**config.mk**
```make
export PLATFORM = sky130hd
export DESIGN_NAME = control_sequencer
export DESIGN_NICKNAME = d
export VERILOG_FILES = /design/src/rtl/cpu_ctrl_pkg.sv /design/src/rtl/mem_wait_timer.sv /design/src/rtl/control_sequencer.sv
export SDC_FILE = /design/constraint.sdc
export NUM_CORES = 1
export LEC_CHECK = 0
export ABC_AREA = 1
export BUFFER_PORTS_ARGS = -buffer_cell sky130_fd_sc_hd__buf_4
export CORE_MARGIN = 5
export CORE_UTILIZATION = 44
export CTS_CLUSTER_SIZE = 24
export DETAILED_ROUTE_END_ITERATION = 8
export GPL_TIMING_DRIVEN = 0
export PLACE_DENSITY = 0.81
export SKIP_CTS_REPAIR_TIMING = 1
export SYNTH_ARGS = -nofsm -noshare
export SYNTH_HDL_FRONTEND = slang
export SYNTH_SLANG_ARGS = --single-unit
```
**constraint.sdc**
```tcl
create_clock -name Clock -period 2 [get_ports Clock]
set_input_delay 0.4 -clock Clock [delete_from_list [all_inputs] [get_ports Clock]]
set_output_delay 0.4 -clock Clock [all_outputs]
set_load 0.05 [all_outputs]
```
**src/rtl/cpu_ctrl_pkg.sv**
```systemverilog
// cpu_ctrl_pkg: opcode constants, sequencer state encoding and control-strobe bundle.
// Ports: none (package).
package cpu_ctrl_pkg;
    localparam logic [4:0] OP_LD   = 5'b00000;
    localparam logic [4:0] OP_LDI  = 5'b00001;
    localparam logic [4:0] OP_ST   = 5'b00010;
    localparam logic [4:0] OP_BR   = 5'b10011;
    localparam logic [4:0] OP_HALT = 5'b11011;
    localparam logic [4:0] ALU_ADD = 5'b00011;

    typedef enum logic [4:0] {
        S_RST, S_F0, S_F1, S_F2, S_DEC,
        S_LDI_T3, S_LDI_T4, S_LDI_T5,
        S_LD_T3, S_LD_T4, S_LD_T5, S_LD_T6, S_LD_T7,
        S_ST_T3, S_ST_T4, S_ST_T5, S_ST_T6, S_ST_T7,
        S_BR_T3, S_BR_T4, S_BR_T5, S_BR_T6,
        S_HALT
    } state_t;

    // Field order matches the top-level output concatenation.
    typedef struct packed {
        logic hi_out, lo_out, zhi_out, zlo_out, pc_out, mdr_out, inport_out, c_out;
        logic mar_in, z_in, pc_in, mdr_in, ir_in, y_in, hi_in, lo_in, con_in, outport_in;
        logic inc_pc, gra, grb, grc, r_in, r_out, ba_out;
        logic mem_read, mem_write, mem_en;
    } ctrl_t;
endpackage

```
**src/rtl/mem_wait_timer.sv**
```systemverilog
// mem_wait_timer: counts cycles in a memory-wait state, qualifies memory_done and flags timeouts.
// Ports: clk_i/rst_i (async active-high), wait_i (in a wait state), memory_done_i;
//        done_o (qualified completion), timeout_o (limit hit this cycle), first_o (first wait cycle),
//        mem_timeout_o (sticky until reset).
module mem_wait_timer #(
    parameter int MEM_WAIT_MAX = 15
) (
    input  logic clk_i,
    input  logic rst_i,
    input  logic wait_i,
    input  logic memory_done_i,
    output logic done_o,
    output logic timeout_o,
    output logic first_o,
    output logic mem_timeout_o
);
    localparam int CW = $clog2(MEM_WAIT_MAX + 1);
    logic [CW-1:0] cnt_q, cnt_d;
    logic mem_timeout_q, mem_timeout_d;
    // A completion on the limit cycle wins over the timeout.
    assign done_o = wait_i & memory_done_i;
    assign timeout_o = wait_i & ~memory_done_i & (cnt_q == CW'(MEM_WAIT_MAX - 1));
    assign first_o = cnt_q == '0;
    assign mem_timeout_o = mem_timeout_q;
    // No two wait states are adjacent, so clearing outside waits restarts the count on entry.
    assign cnt_d = (wait_i && !memory_done_i && !timeout_o) ? cnt_q + CW'(1) : '0;
    assign mem_timeout_d = mem_timeout_q | timeout_o;
    always_ff @(posedge clk_i or posedge rst_i) begin
        if (rst_i) begin
            cnt_q <= '0;
            mem_timeout_q <= 1'b0;
        end else begin
            cnt_q <= cnt_d;
            mem_timeout_q <= mem_timeout_d;
        end
    end
endmodule

```
**src/rtl/control_sequencer.sv**
```systemverilog
// control_sequencer: hardwired fetch/decode/execute control unit for the CPU datapath.
// Ports: Clock, clear (async active-high), IR, con_ff_bit, memory_done in;
//        bus source selects, register load enables, register-select, memory controls,
//        opcode (ALU op), run, illegal_op (1-cycle pulse), mem_timeout (sticky) out.
module control_sequencer
    import cpu_ctrl_pkg::*;
#(
    parameter int DATA_WIDTH   = 32,
    parameter int MEM_WAIT_MAX = 15
) (
    input  logic                  Clock,
    input  logic                  clear,
    input  logic [DATA_WIDTH-1:0] IR,
    input  logic                  con_ff_bit,
    input  logic                  memory_done,
    output logic HIout, LOout, Zhi_out, Zlo_out, PCout, MDRout, Inport_out, Cout,
    output logic MARin, Zin, PCin, MDRin, IRin, Yin, HIin, LOin, CONin, outport_in,
    output logic IncPC, Gra, Grb, Grc, Rin, Rout, BAout,
    output logic Mem_Read, Mem_Write, Mem_enable512x32,
    output logic [4:0]            opcode,
    output logic                  run,
    output logic                  illegal_op,
    output logic                  mem_timeout
);
    state_t state_q, state_d;
    logic illegal_q, illegal_d;
    logic done, timeout, first;
    ctrl_t c;
    logic [4:0] alu;
    logic ir_unused;
    assign ir_unused = ^IR[DATA_WIDTH-6:0];

    mem_wait_timer #(.MEM_WAIT_MAX(MEM_WAIT_MAX)) u_timer (
        .clk_i         (Clock),
        .rst_i         (clear),
        .wait_i        (state_q inside {S_F1, S_LD_T6, S_ST_T7}),
        .memory_done_i (memory_done),
        .done_o        (done),
        .timeout_o     (timeout),
        .first_o       (first),
        .mem_timeout_o (mem_timeout)
    );

    always_ff @(posedge Clock or posedge clear) begin
        if (clear) begin
            state_q <= S_RST;
            illegal_q <= 1'b0;
        end else begin
            state_q <= state_d;
            illegal_q <= illegal_d;
        end
    end

    always_comb begin
        state_d = state_q;
        illegal_d = 1'b0;
        case (state_q)
            S_RST:    state_d = S_F0;
            S_F0:     state_d = S_F1;
            S_F1:     state_d = timeout ? S_HALT : (done ? S_F2 : S_F1);
            S_F2:     state_d = S_DEC;
            S_DEC: begin
                case (IR[DATA_WIDTH-1 -: 5])
                    OP_LD:   state_d = S_LD_T3;
                    OP_LDI:  state_d = S_LDI_T3;
                    OP_ST:   state_d = S_ST_T3;
                    OP_BR:   state_d = S_BR_T3;
                    OP_HALT: state_d = S_HALT;
                    default: begin
                        state_d = S_F0;
                        illegal_d = 1'b1;
                    end
                endcase
            end
            S_LDI_T3: state_d = S_LDI_T4;
            S_LDI_T4: state_d = S_LDI_T5;
            S_LDI_T5: state_d = S_F0;
            S_LD_T3:  state_d = S_LD_T4;
            S_LD_T4:  state_d = S_LD_T5;
            S_LD_T5:  state_d = S_LD_T6;
            S_LD_T6:  state_d = timeout ? S_HALT : (done ? S_LD_T7 : S_LD_T6);
            S_LD_T7:  state_d = S_F0;
            S_ST_T3:  state_d = S_ST_T4;
            S_ST_T4:  state_d = S_ST_T5;
            S_ST_T5:  state_d = S_ST_T6;
            S_ST_T6:  state_d = S_ST_T7;
            S_ST_T7:  state_d = timeout ? S_HALT : (done ? S_F0 : S_ST_T7);
            S_BR_T3:  state_d = S_BR_T4;
            S_BR_T4:  state_d = S_BR_T5;
            S_BR_T5:  state_d = S_BR_T6;
            S_BR_T6:  state_d = S_F0;
            default:  state_d = S_HALT;
        endcase
    end

    always_comb begin
        c = '0;
        alu = '0;
        case (state_q)
            S_F0: begin
                c.pc_out = 1'b1; c.inc_pc = 1'b1; c.mar_in = 1'b1; c.z_in = 1'b1;
            end
            S_F1: begin
                // PC is written back only once even if the fetch stalls.
                c.zlo_out = 1'b1; c.pc_in = first; c.mdr_in = 1'b1;
                c.mem_read = 1'b1; c.mem_en = 1'b1;
            end
            S_F2: begin
                c.mdr_out = 1'b1; c.ir_in = 1'b1;
            end
            S_LDI_T3, S_LD_T3, S_ST_T3: begin
                c.grb = 1'b1; c.ba_out = 1'b1; c.y_in = 1'b1;
            end
            S_LDI_T4, S_LD_T4, S_ST_T4, S_BR_T5: begin
                c.c_out = 1'b1; c.z_in = 1'b1; alu = ALU_ADD;
            end
            S_LDI_T5, S_LD_T7: begin
                c.zlo_out = state_q == S_LDI_T5; c.mdr_out = state_q == S_LD_T7;
                c.gra = 1'b1; c.r_in = 1'b1;
            end
            S_LD_T5, S_ST_T5: begin
                c.zlo_out = 1'b1; c.mar_in = 1'b1;
            end
            S_LD_T6: begin
                c.mem_read = 1'b1; c.mdr_in = 1'b1; c.mem_en = 1'b1;
            end
            S_ST_T6: begin
                c.gra = 1'b1; c.r_out = 1'b1; c.mdr_in = 1'b1;
            end
            S_ST_T7: begin
                c.mem_write = 1'b1; c.mem_en = 1'b1;
            end
            S_BR_T3: begin
                c.gra = 1'b1; c.r_out = 1'b1; c.con_in = 1'b1;
            end
            S_BR_T4: begin
                c.pc_out = 1'b1; c.y_in = 1'b1;
            end
            S_BR_T6: begin
                c.zlo_out = 1'b1; c.pc_in = con_ff_bit;
            end
            default: ;
        endcase
    end

    assign {HIout, LOout, Zhi_out, Zlo_out, PCout, MDRout, Inport_out, Cout,
            MARin, Zin, PCin, MDRin, IRin, Yin, HIin, LOin, CONin, outport_in,
            IncPC, Gra, Grb, Grc, Rin, Rout, BAout,
            Mem_Read, Mem_Write, Mem_enable512x32} = c;
    assign opcode = alu;
    assign run = !(state_q inside {S_RST, S_HALT});
    assign illegal_op = illegal_q;
endmodule

```
==> run summary <==
ANT nets after route -> 0
CTS root buf -> clkbuf_4
CP Launch Type -> flip-flop
Storage cell area -> 280 um2
Sink Count -> 11
Tcrit/Tclk final -> 104%
RSZ-0062 raised after global routing -> true
Power per Cell Area -> 249 nW/um2
Io pins -> 72
Kind of critical path -> reg2out
Largest stage delay, worst path -> 0.49 ns
CTS Buf Count -> 3
Number of synthesized flops with an enable pin -> 0
Global-route wire length before repair -> 5130 um
Final setup vio count -> 9
Status -> finished with violations
Total power draw -> 0.460 mW
Placed cell count -> 267
Layout cells sized above 1 -> 44.0%
Clock tree buffer depth -> 2
Number of antenna diodes -> 0
Reg clk slew, reported paths -> 0.06 ns
Hold Path Class -> in2async
Post-detail-place hpwl -> 2500 um
Mapped Cells -> 193
Required time worst endpoint -> 1.60 ns
Clk_lat worst skew -> 0.27 ns
Yosys cell types -> 27
Area of the multi-input gates -> 891 um2
Die Ht -> 62.4 um
GR Overflow Total -> 0
DRT Wirelength -> 3630 um
Final core occ -> 68.9%
R2R Path End -> state_q[3]$_DFF_PP0_
Fraction of registers with async set/reset -> 100%
Failing checks -> setup timing
Post-synthesis register bit count -> 11
Initial DRC count -> 77
Wire per inst -> 12.9 um
Synth cell count leaders -> nand2_1, nor2_1, inv_1, nand3_1, buf_4
Initial antenna violation count -> 0
Most common cell in the netlist -> nand2_1
Final Hold Vio Count -> 0
CP endpoint kind -> output pin
R2r setup slk -> 0.27 ns
Mapped cell area -> 1210 um2
Router iterations before antenna repair -> 4
Most Frequent Cell on Critical Path -> nor2_4
DRC Markers -> 0
Crit path DAT -> 1.69 ns
Htree depth -> 1
Yosys top cell area share -> 22.8%
Number of port buffers -> 33
Core Area -> 2690 um2
Vias in the first global route -> 1170
Worst-case reg-to-reg path depth -> 10
Finished Layout Cells -> 281
Synth Flop Type -> dfrtp_1
PnR worst setup slack -> -0.0888 ns
Achievable Freq -> 479 MHz
# rows -> 19
Yosys top cell by area -> dfrtp_1
Gr usage total -> 15.5%
Sequential-to-total area share from yosys stat -> 22.8%
Synth Area per Inst -> 6.26 um2
Worst vdd ir -> 0.451 mV
Worst-path cell chain -> inv_4 -> nor2_4 -> inv_2 -> nor2_4 -> nand3_2 -> o21ai_2 -> buf_6
Worst hold slack -> 0.110 ns
Initial core utilization -> 45.0%
Die area -> 3900 um2
Synthesis-to-layout area growth -> 53.1%
FF-to-FF Start -> state_q[1]$_DFF_PP0_
CTS tree -> done
Largest cells by area after synthesis -> dfrtp_1, nand2_1, buf_4
Max-slew violations -> 0
Vias per inst -> 4.90
GPL Wtd Cong -> 0.898
Number of max-cap violations -> 0
Crit-path max FO -> 6
Slowest stage cell, crit path -> dfrtp_2
Lkg Pwr -> 1.07 nW
Skew final -> 0.00191 ns
Chip Width -> 62.4 um
Via count of the routed design -> 1378
Clock period minus worst slack -> 2.09 ns
Fill cell count -> 232
Largest net degree at the start of global routing -> 12
Fin nets -> 290
Synth warn -> 0
-- cell families after synthesis --
group | count (synthesis) | share of synthesized area, %
xor gates and xnor gates | 2 | 1.45
and+or+nand+nor | 124 | 49.8
DFF | 11 | 22.8
adders and majority gates | 3 | 3.11
AOI/OAI and AO/OA | 8 | 4.25
other | 1 | 0.310
buffers and inverters | 44 | 18.3
-- how the worst max path moves through the flow --
stage / endpoint / depth (start not counted) / from
final: PCin / 7 / state_q[1]$_DFF_PP0_
after global routing: PCin / 7 / state_q[1]$_DFF_PP0_
after CTS: Zin / 5 / state_q[0]$_DFF_PP0_
after detailed placement: Zin / 5 / state_q[0]$_DFF_PP0_
after global placement: Zin / 5 / state_q[0]$_DFF_PP0_
after floorplan: MDRin / 5 / state_q[3]$_DFF_PP0_
-- critical path: cells and delay by family (launching register included) --
family | cells | cell delay, ns
and+or+nand+nor | 3 | 0.53
DFF | 1 | 0.49
buffers and inverters | 3 | 0.32
AOI/OAI and AO/OA | 1 | 0.08
-- power breakdown --
part	internal (mW)	switching (mW)	total, mW
logic	0.0277	0.0644	0.0921
registers	0.222	0	0.222
clock network	0.0772	0.0684	0.146
total	0.327	0.133	0.460
-- routing by layer --
metal	share of wire, %	track usage [%]	vias up
met4	0.36	3.18	0
met2	51	22.9	57
met3	6.7	4.50	4
met1	42	22.2	613
li1	-	-	704
met5	0	0	-
-- metrics by stage --
step / instance area, um2 / setup TNS [ns] / setup slack, ns
finish: 1850 / -0.513 / -0.0888
global route: 1850 / -1.29 / -0.161
CTS: 1590 / -2.04 / -0.313
detailed placement: 1570 / -0.0151 / -0.00849
global placement: 1570 / -0.0327 / -0.0152
floorplan: 1280 / -0.254 / -0.158
-- placed cells by master (no fill, tap or decap), types with 2 or more instances in the layout --
cell type  Yosys  final
inv_1         26     21
ha_1           3      3
conb_1         1     11
buf_4         15     47
inv_2          3      5
nand3_1       21     14
buf_8          0      3
nand2_2        1      7
nand4_1        8      8
nor2_4         3     10
dfrtp_2        0      4
nand3_2        3      8
nand2_1       49     42
buf_6          0      7
inv_4          0      2
clkbuf_4       0      3
nor3_1         2      2
dfrtp_1       11      7
a21oi_1        2      2
nor2_1        27     22
nor2_2         6      4
nand3_4        0      2
nand2_4        1      2
-- area by class of cell --
type / count / area share [%]
multi-input combinational: 148 / 48.1
timing repair buffer: 43 / 20.6
sequential: 11 / 15.1
inverter: 29 / 6.36
buffer: 15 / 6.29
tap: 31 / 2.10
clock buffer: 4 / 1.42
-- registers in the layout, indices dropped and copies added, names as in the netlist --
signal	cells
illegal_op	1
state_q	5
u_timer.mem_timeout_o	1
u_timer.cnt_q	4
No activity file was read; power rests on OpenSTA's default activity.
